==> src/rtl/sic_dispatch.sv <==
// Dispatch stage: in-order packet FIFO feeding one idle SIC per cycle, chosen
// round-robin, with each dispatched packet stamped by a wrapping issue id.
package sic_dispatch_pkg;
  localparam int SIC_ID_W = 8;

  typedef struct packed {
    logic                valid;
    logic [31:0]         pc;
    logic [31:0]         instr;
    logic [SIC_ID_W-1:0] issue_id;
  } sic_packet_t;
endpackage

module sic_dispatch
  import sic_dispatch_pkg::*;
#(
  parameter int NUM_SIC    = 4,
  parameter int FIFO_DEPTH = 4,
  parameter int ID_WIDTH   = 8
) (
  input  logic                            clk,
  input  logic                            rst_n,
  input  logic                            in_valid,
  input  sic_packet_t                     in_pkt,
  output logic                            in_ready,
  input  logic                            flush,
  input  logic [NUM_SIC-1:0]              sic_req_instr,
  output sic_packet_t [NUM_SIC-1:0]       sic_pkt,
  output logic [$clog2(FIFO_DEPTH+1)-1:0] fifo_count,
  output logic [ID_WIDTH-1:0]             next_issue_id
);
  localparam int PW = $clog2(FIFO_DEPTH);
  localparam int CW = $clog2(FIFO_DEPTH+1);
  localparam int RW = $clog2(NUM_SIC);

  sic_packet_t               r_mem [FIFO_DEPTH];
  logic [PW-1:0]             r_rd, r_wr;
  logic [CW-1:0]             r_cnt;
  logic [RW-1:0]             r_rr;
  logic [ID_WIDTH-1:0]       r_id;
  sic_packet_t [NUM_SIC-1:0] r_pkt;

  logic        w_push, w_pop, w_gnt_vld;
  logic [RW-1:0] w_gnt;
  sic_packet_t w_out;

  function automatic logic [RW-1:0] rr_idx(input logic [RW-1:0] base, input int k);
    return RW'((int'(base) + k) % NUM_SIC);
  endfunction

  // Ready comes only from the registered count, so a same-cycle pop never frees a slot.
  assign in_ready      = rst_n && (r_cnt < CW'(FIFO_DEPTH));
  assign w_push        = in_valid && in_ready && !flush;
  assign w_pop         = w_gnt_vld;
  assign fifo_count    = r_cnt;
  assign next_issue_id = r_id;
  assign sic_pkt       = r_pkt;

  always_comb begin
    w_gnt_vld = 1'b0;
    w_gnt     = r_rr;
    if (r_cnt != '0 && !flush) begin
      for (int k = 1; k <= NUM_SIC; k++) begin
        if (!w_gnt_vld && sic_req_instr[rr_idx(r_rr, k)]) begin
          w_gnt_vld = 1'b1;
          w_gnt     = rr_idx(r_rr, k);
        end
      end
    end
  end

  // The stamp field is fixed-width; the counter is resized into it.
  always_comb begin
    w_out          = r_mem[r_rd];
    w_out.valid    = 1'b1;
    w_out.issue_id = SIC_ID_W'(r_id);
  end

  always_ff @(posedge clk) begin
    if (!rst_n) begin
      r_rd  <= '0;
      r_wr  <= '0;
      r_cnt <= '0;
      r_rr  <= RW'(NUM_SIC-1);
      r_id  <= '0;
      r_pkt <= '0;
    end else if (flush) begin
      r_rd  <= '0;
      r_wr  <= '0;
      r_cnt <= '0;
      r_pkt <= '0;
    end else begin
      if (w_push) begin
        r_mem[r_wr] <= in_pkt;
        r_wr        <= r_wr + 1'b1;
      end
      r_pkt <= '0;
      if (w_pop) begin
        r_pkt[w_gnt] <= w_out;
        r_rd         <= r_rd + 1'b1;
        r_rr         <= w_gnt;
        r_id         <= r_id + 1'b1;
      end
      if (w_push && !w_pop)      r_cnt <= r_cnt + 1'b1;
      else if (w_pop && !w_push) r_cnt <= r_cnt - 1'b1;
    end
  end
endmodule

==> config.mk <==
export PLATFORM = sky130hd
export DESIGN_NAME = sic_dispatch
export DESIGN_NICKNAME = d
export VERILOG_FILES = /design/src/rtl/sic_dispatch.sv
export SDC_FILE = /design/constraint.sdc
export NUM_CORES = 1
export LEC_CHECK = 0
export ABC_AREA = 1
export CAP_MARGIN = 20
export CORE_ASPECT_RATIO = 1.25
export CORE_MARGIN = 2
export CORE_UTILIZATION = 50
export DETAILED_ROUTE_END_ITERATION = 8
export PLACE_DENSITY = 0.79
export SLEW_MARGIN = 10
export SYNTH_ARGS = -nofsm -noshare
export SYNTH_HDL_FRONTEND = slang
export SYNTH_SLANG_ARGS = --single-unit
export TNS_END_PERCENT = 50
==> constraint.sdc <==
create_clock -name clk -period 6.1 [get_ports clk]
set_input_delay 1.22 -clock clk [delete_from_list [all_inputs] [get_ports clk]]
set_output_delay 1.22 -clock clk [all_outputs]
set_load 0.03 [all_outputs]
==> key figures, run 1 <==
Global route
  – Largest net degree at the start of global routing: 77
  – Global-route wire length before repair: 64060 um
  – Vias in the first global route: 11965
  – Initial antenna violation count: 4
  – Grt ovf: 0
  – Total track usage: 21.68%

Floorplanning
  – Initial Util: 50.91%
  – Core area: 0.03555 mm2
  – Die ar.: 0.03774 mm2
  – FP Rows: 77
  – Die width: 174.2 um
  – I/O pin total: 385
  – Die H: 216.7 um

Finish
  – Commonest non-fill, non-tap cells in the layout: clkdlybuf4s50_1, dfxtp_1, nor2_1
  – Layout cells sized above 1: 6.339%
  – Non-Filler Instances: 2306
  – Most common cell after layout, fill and taps aside: clkdlybuf4s50_1
  – Final nets: 1877
  – Area grow syn2layout: 30.60%
  – Final Cell Area: 0.02364 mm2

Clock tree
  – Insertion delay to the later sink of the worst-skew pair: 0.57 ns
  – Resized Gates After CTS: 0
  – Setup bufs post-CTS: 0
  – Clock Tree Root: clkbuf_16
  – Clock Tree Buf Depth: 3
  – CTS clock-pin slew for the worst setup and hold paths: 0.06 ns
  – CTS buffer count: 50
  – H-tree depth: 2
  – Sink Count: 567
  – CTS tree: yes
  – Hold_buf cts: 0

Critical path
  – FF-to-FF setup slack: 3.34 ns
  – Slowest stage cell, crit path: clkdlybuf4s50_1
  – Worst EP arrival: 2.89 ns
  – CP endpoint kind: output port
  – Slowest stage delay, CP: 0.70 ns
  – Worst setup SP type: primary input
  – Critical path, cell by cell: clkdlybuf4s50_1 > inv_1 > nor2_1 > clkdlybuf4s50_1
  – Max FO, Critical Path: 8
  – Crit Path Class: in -> out
  – CP required: 4.88 ns
  – Most used cell along the critical path: clkdlybuf4s50_1

STA
  – Final Critical Period: 4.114 ns
  – RSZ-0062 raised after global routing: no
  – Setup TNS: 0 ns
  – Fmax: 243.1 MHz
  – Slew headroom: 30.16%
  – Slew Viols, Final: 0
  – Hold_ws: 0.4602 ns
  – Skew final: 0.01094 ns
  – Setup Viol. Count Final: 0
  – Fin crit share: 67.44%
  – Endpoints failing hold: 0
  – Slew at the pin closest to its max-slew limit: 1.048 ns

Yosys
  – Synth area leaders: edfxtp_1, dfxtp_1, nor2_1
  – Seq/Total Area, Yosys: 76.88%
  – Avg Cell Area, Syn: 12.67 um2
  – Ys Warns: 0
  – Post-Syn Instances: 1429
  – Synth area leader: edfxtp_1
  – Syn nets: 1517
  – Synth cell types: 33
  – Post-Synth Simple-Gate Area: 12.66%
  – Synth Area in Compound Gates: 6.187%
  – Synth Cell Area: 0.01810 mm2
  – Main combinational cell family by area after synthesis: simple AND/OR/NAND/NOR gates
  – Yosys top cell area share: 42.47%
  – Synth Area in Adders: 0.5254%
  – #FFs+latches synth: 567
  – Post-synthesis mux area share: 0%
  – Synth Area in XOR/XNOR: 0.1452%

Route
  – Vias per inst: 5.122
  – DRT iter0 DRCs: 751
  – Routed length per placed instance: 18.06 um
  – Via Count: 11812
  – Routed Wire Length: 41650 um
  – Post-route ant nets: 0
  – Drt first pass iters: 5
  – DR DRC count: 0

Run status
  – Status: complete, no violations

Placement
  – Placed inst area: 0.02204 mm2
  – Post-DP HPWL: 24970 um
  – Placed Cells: 2211
  – Global placement routability congestion: 0.8096
  – IO buf count: 375

Flow run
  – Max-Cap Viols: 0

Power
  – Pleak: 8.873 nW
  – Peak supply drop: 0.0002770 V
  – PwrDens: 310.9 mW/mm2

Min path
  – Worst min path class: reg -> reg
through the flow:
| stage | utilization, % | worst slack, ns | total power [mW] |
|---|---|---|---|
| 2_1_floorplan | - | 0.8317 | 4.276 |
| 3_3_place_gp | 61.99 | 1.938 | 4.395 |
| 3_5_place_dp | 61.99 | 1.844 | 4.408 |
| 4_1_cts | 66.47 | 1.991 | 7.405 |
| 5_1_grt | 66.49 | 1.913 | 7.572 |
| 6_report | 66.49 | 1.986 | 7.350 |
final timing paths:
check | from | endpoint | depth (start not counted)
worst max-delay path | rst_n | in_ready | 4
worst min-delay path | r_rd[1] | r_rd[1] | 2
worst min register to register | r_rd[1] | r_rd[1] | 2
worst max register to register | r_rr[1] | fifo_count[2] | 16
worst max-delay path: cells and delay by family:
| kind | cells | cell delay (ns) |
|---|---|---|
| buf+inv | 3 | 1.55 |
| simple gates | 1 | 0.12 |
synth_stat cells, drive strengths merged:
| cell | count |
|---|---|
| nand3 | 14 |
| dfxtp | 311 |
| clkinv | 1 |
| nor2 | 302 |
| nor3 | 3 |
| xor2 | 3 |
| buf | 32 |
| nand2 | 260 |
| fa | 1 |
| a31oi | 1 |
| o21ai | 12 |
| nand3b | 1 |
| a32o | 64 |
| clkbuf | 42 |
| ha | 6 |
| inv | 39 |
| edfxtp | 256 |
| a22oi | 1 |
| nand4 | 3 |
| a21oi | 76 |
| a211oi | 1 |
flip-flops by register name (all words and copies together), names as in the netlist, named ones only:
register       cells
sic_pkt          292
r_wr               2
fifo_count         3
next_issue_id      8
r_rr               2
r_mem            256
r_rd               2
cell type report:
| class | instances | area, um2 |
|---|---|---|
| diodes | 2 | 5.005 |
| clock buffers | 72 | 1463 |
| clock inverters | 21 | 132.6 |
| fillers | 2443 | 11910 |
| inverters | 40 | 157.7 |
| multi-input cells | 748 | 3562 |
| flip-flops and latches | 567 | 13920 |
| well taps | 474 | 593.1 |
| repair buffers | 382 | 3806 |
per-layer routing:
| layer | global-route usage [%] | routed length (um) | share of wire [%] | up-vias |
|---|---|---|---|---|
| li1 | - | - | - | 5545 |
| met1 | 24.01 | 15550 | 37 | 5754 |
| met2 | 39.22 | 21680 | 52 | 429 |
| met3 | 6.123 | 3137 | 7.5 | 80 |
| met4 | 8.655 | 1255 | 3.0 | 4 |
| met5 | 0 | 29 | 0.070 | - |
kinds of logic (layout without fill, tap and decap cells):
kind of cell | count (synthesis) | count (layout)
AO/OA/AOI/OAI | 155 | 155
adder cells (fa/ha/maj) | 7 | 7
AND/OR/NAND/NOR | 583 | 583
flip-flops | 567 | 567
other | 0 | 2
XOR/XNOR | 3 | 3
buffers and inverters | 114 | 515
power by group:
part | total, mW | switching, mW | internal, mW | leakage [nW]
clock network | 3.02 | 1.34 | 1.68 | 0.808
registers | 4.02 | 0.0178 | 4.01 | 4.82
logic | 0.303 | 0.188 | 0.115 | 3.25
(Power assumes the default switching activity.)
==> run 2: changes to the inputs <==
Clock period 6.1 ns to 3.9 ns, I/O delays scaled along.
==> run 2 against run 1 <==
  * Routed wire length grew 1.2%
  * Clock skew increased by 0.011 ns
  * Largest cell class unchanged
  * Die area stayed put
  * Sequential cell count is the same
  * Cell area is 1.8% higher
  * Sequential share of layout area is 1.0 points lower
  * Setup slack got worse by 1.1 ns
  * Highest routed layer unchanged
  * Final cell count increased by 0.52%
  * Largest power group unchanged
  * Register-to-register slack worse by 2.2 ns
  * Combinational power increased by 60%
  * Via count is essentially flat
==> key figures, run 2 (synthesis results as in run 1) <==
Global route
  – Initial antenna violation count: 4 (unchanged)
  – Global-route wire length before repair: 64910 um (was 64060 um)
  – Grt ovf: 0 (unchanged)
  – Vias in the first global route: 12238 (was 11965)
  – Total track usage: 21.89% (was 21.68%)
  – Largest net degree at the start of global routing: 93 (was 77)

Placement
  – Post-DP HPWL: 26800 um (was 24970 um)
  – Placed Cells: 2222 (was 2211)
  – IO buf count: 375 (unchanged)
  – Global placement routability congestion: 0.8056 (was 0.8096)
  – Pre-CTS WS: 0.6216 ns (was 1.844 ns)
  – Placed inst area: 0.02222 mm2 (was 0.02204 mm2)

Critical path
  – FF-to-FF setup slack: 1.19 ns (was 3.34 ns)
  – Worst EP arrival: 2.21 ns (was 2.89 ns)
  – Worst R2R Path Depth: 16 (unchanged)
  – CP required: 3.12 ns (was 4.88 ns)
  – CP endpoint kind: output port (unchanged)
  – Crit Path Class: in -> out (unchanged)
  – Reg-to-Reg End: fifo_count[2] (unchanged)
  – FF-to-FF Start: r_rr[0] (was r_rr[1])
  – Max FO, Critical Path: 5 (was 8)
  – Worst setup SP type: primary input (unchanged)

Finish
  – Non-Filler Instances: 2318 (was 2306)
  – Final nets: 1888 (was 1877)
  – Commonest non-fill, non-tap cells in the layout: clkdlybuf4s50_1, dfxtp_1, nor2_1 (unchanged)
  – Most common cell after layout, fill and taps aside: clkdlybuf4s50_1 (unchanged)
  – Final Cell Area: 0.02406 mm2 (was 0.02364 mm2)
  – Layout Utilization: 67.68% (was 66.49%)
  – Largest register FFs: 292 (unchanged)
  – Layout cells sized above 1: 7.112% (was 6.339%)
  – Fillers: 2392 (was 2443)
  – Area grow syn2layout: 32.94% (was 30.60%)

Route
  – Drt first pass iters: 5 (unchanged)
  – Post-route ant nets: 0 (unchanged)
  – Vias per inst: 5.097 (was 5.122)
  – Met2 WL post-DR: 22160 um (was 21680 um)
  – DRT iter0 DRCs: 681 (was 751)
  – Via Count: 11816 (was 11812)
  – Metal-1 WL: 15870 um (was 15550 um)
  – Highest Signal Layer: met5 (unchanged)
  – Detail Route met3 WL: 2835 um (was 3137 um)
  – DR DRC count: 0 (unchanged)
  – Routed length per placed instance: 18.19 um (was 18.06 um)
  – Routed Wire Length: 42160 um (was 41650 um)

Clock tree
  – Resized Gates After CTS: 0 (unchanged)
  – Insertion delay to the later sink of the worst-skew pair: 0.57 ns (about the same)
  – Setup bufs post-CTS: 0 (unchanged)
  – Clock Tree Buf Depth: 3 (unchanged)
  – Hold_buf cts: 0 (unchanged)
  – Clock Tree Root: clkbuf_16 (unchanged)
  – CTS clock-pin slew for the worst setup and hold paths: 0.06 ns (about the same)
  – Sink Count: 567 (unchanged)
  – H-tree depth: 2 (unchanged)
  – CTS buffer count: 50 (unchanged)
  – CTS tree: yes (unchanged)

Power
  – PwrDens: 499.4 mW/mm2 (was 310.9 mW/mm2)
  – Peak supply drop: 0.0004147 V (was 0.0002770 V)
  – Design Power: 12.02 mW (was 7.350 mW)
  – Pleak: 9.064 nW (was 8.873 nW)

Floorplanning
  – Initial Util: 50.91% (unchanged)
  – I/O pin total: 385 (unchanged)
  – Die H: 216.7 um (unchanged)
  – Die ar.: 0.03774 mm2 (unchanged)
  – Core area: 0.03555 mm2 (unchanged)
  – FP Rows: 77 (unchanged)
  – Die width: 174.2 um (unchanged)

Flow run
  – Max-Cap Viols: 0 (unchanged)

STA
  – RSZ-0062 raised after global routing: no (unchanged)
  – Fin crit share: 76.62%
  – Skew final: 0.02188 ns (was 0.01094 ns)
  – Endpoints failing hold: 0 (unchanged)
  – Final Critical Period: 2.988 ns
  – Slew at the pin closest to its max-slew limit: 1.005 ns (was 1.048 ns)
  – Fmax: 334.7 MHz
  – Slew headroom: 33.02% (was 30.16%)
  – Hold_ws: 0.4582 ns (was 0.4602 ns)
  – Slew Viols, Final: 0 (unchanged)
  – Setup slack after layout: 0.9118 ns (was 1.986 ns)
  – Setup TNS: 0 ns (unchanged)
  – Setup Viol. Count Final: 0 (unchanged)

Min path
  – Worst min path class: reg -> reg (unchanged)
  – Min-delay src: r_rd[1] (unchanged)
  – Hold depth: 2 (unchanged)

Run status
  – Status: complete, no violations (unchanged)
-- run 2: cell types whose count changed in the layout (fill, tap and decap cells not counted), moves of 3 or more --
cell and change:
clkinv_1 +3, buf_12 +8, buf_4 +3, inv_4 -4, bufinv_16 +3, clkbuf_8 +6
clkbuf_16 +6, clkbuf_1 -4
-- run 2: how the worst max path moves through the flow --
stage / end / slack [ns] / from
2_1_floorplan: r_mem[0][10] / -0.93 / rst_n
3_3_place_gp: fifo_count[2] / 0.67 / sic_req_instr[2]
3_5_place_dp: fifo_count[2] / 0.62 / sic_req_instr[2]
4_1_cts: in_ready / 0.91 / rst_n
5_1_grt: fifo_count[2] / 0.86 / r_rr[1]
6_report: in_ready / 0.91 / rst_n
-- run 2: layer usage --
layer,GRT usage (%),vias to the layer above
met5,0,-
met4,9.020,4
met3,5.421,91
met2,40.08,425
met1,24.21,5721
li1,-,5575
-- run 2: where the power goes --
part	total, mW	switching, mW	internal, mW
logic	0.484	0.300	0.184
clock network	5.24	2.10	3.15
registers	6.29	0.0222	6.26
total	12.0	2.42	9.60
-- run 2: cell type report --
cell class | instances | area, um2 | area share, %
Clock buffer | 77 | 1663 | 6.911
Clock inverter | 17 | 173.9 | 0.7228
Antenna cell | 2 | 5.005 | 0.02080
Timing Repair Buffer | 393 | 3989 | 16.58
Inverter | 40 | 157.7 | 0.6552
Multi-Input combinational cell | 748 | 3562 | 14.80
Tap cell | 474 | 593.1 | 2.465
Sequential cell | 567 | 13920 | 57.84
-- run 2: critical path, cell delays in order --
cell and delay, ns:
clkdlybuf4s50_1 0.50, inv_1 0.12, nor2_1 0.11, clkdlybuf4s50_1 0.70
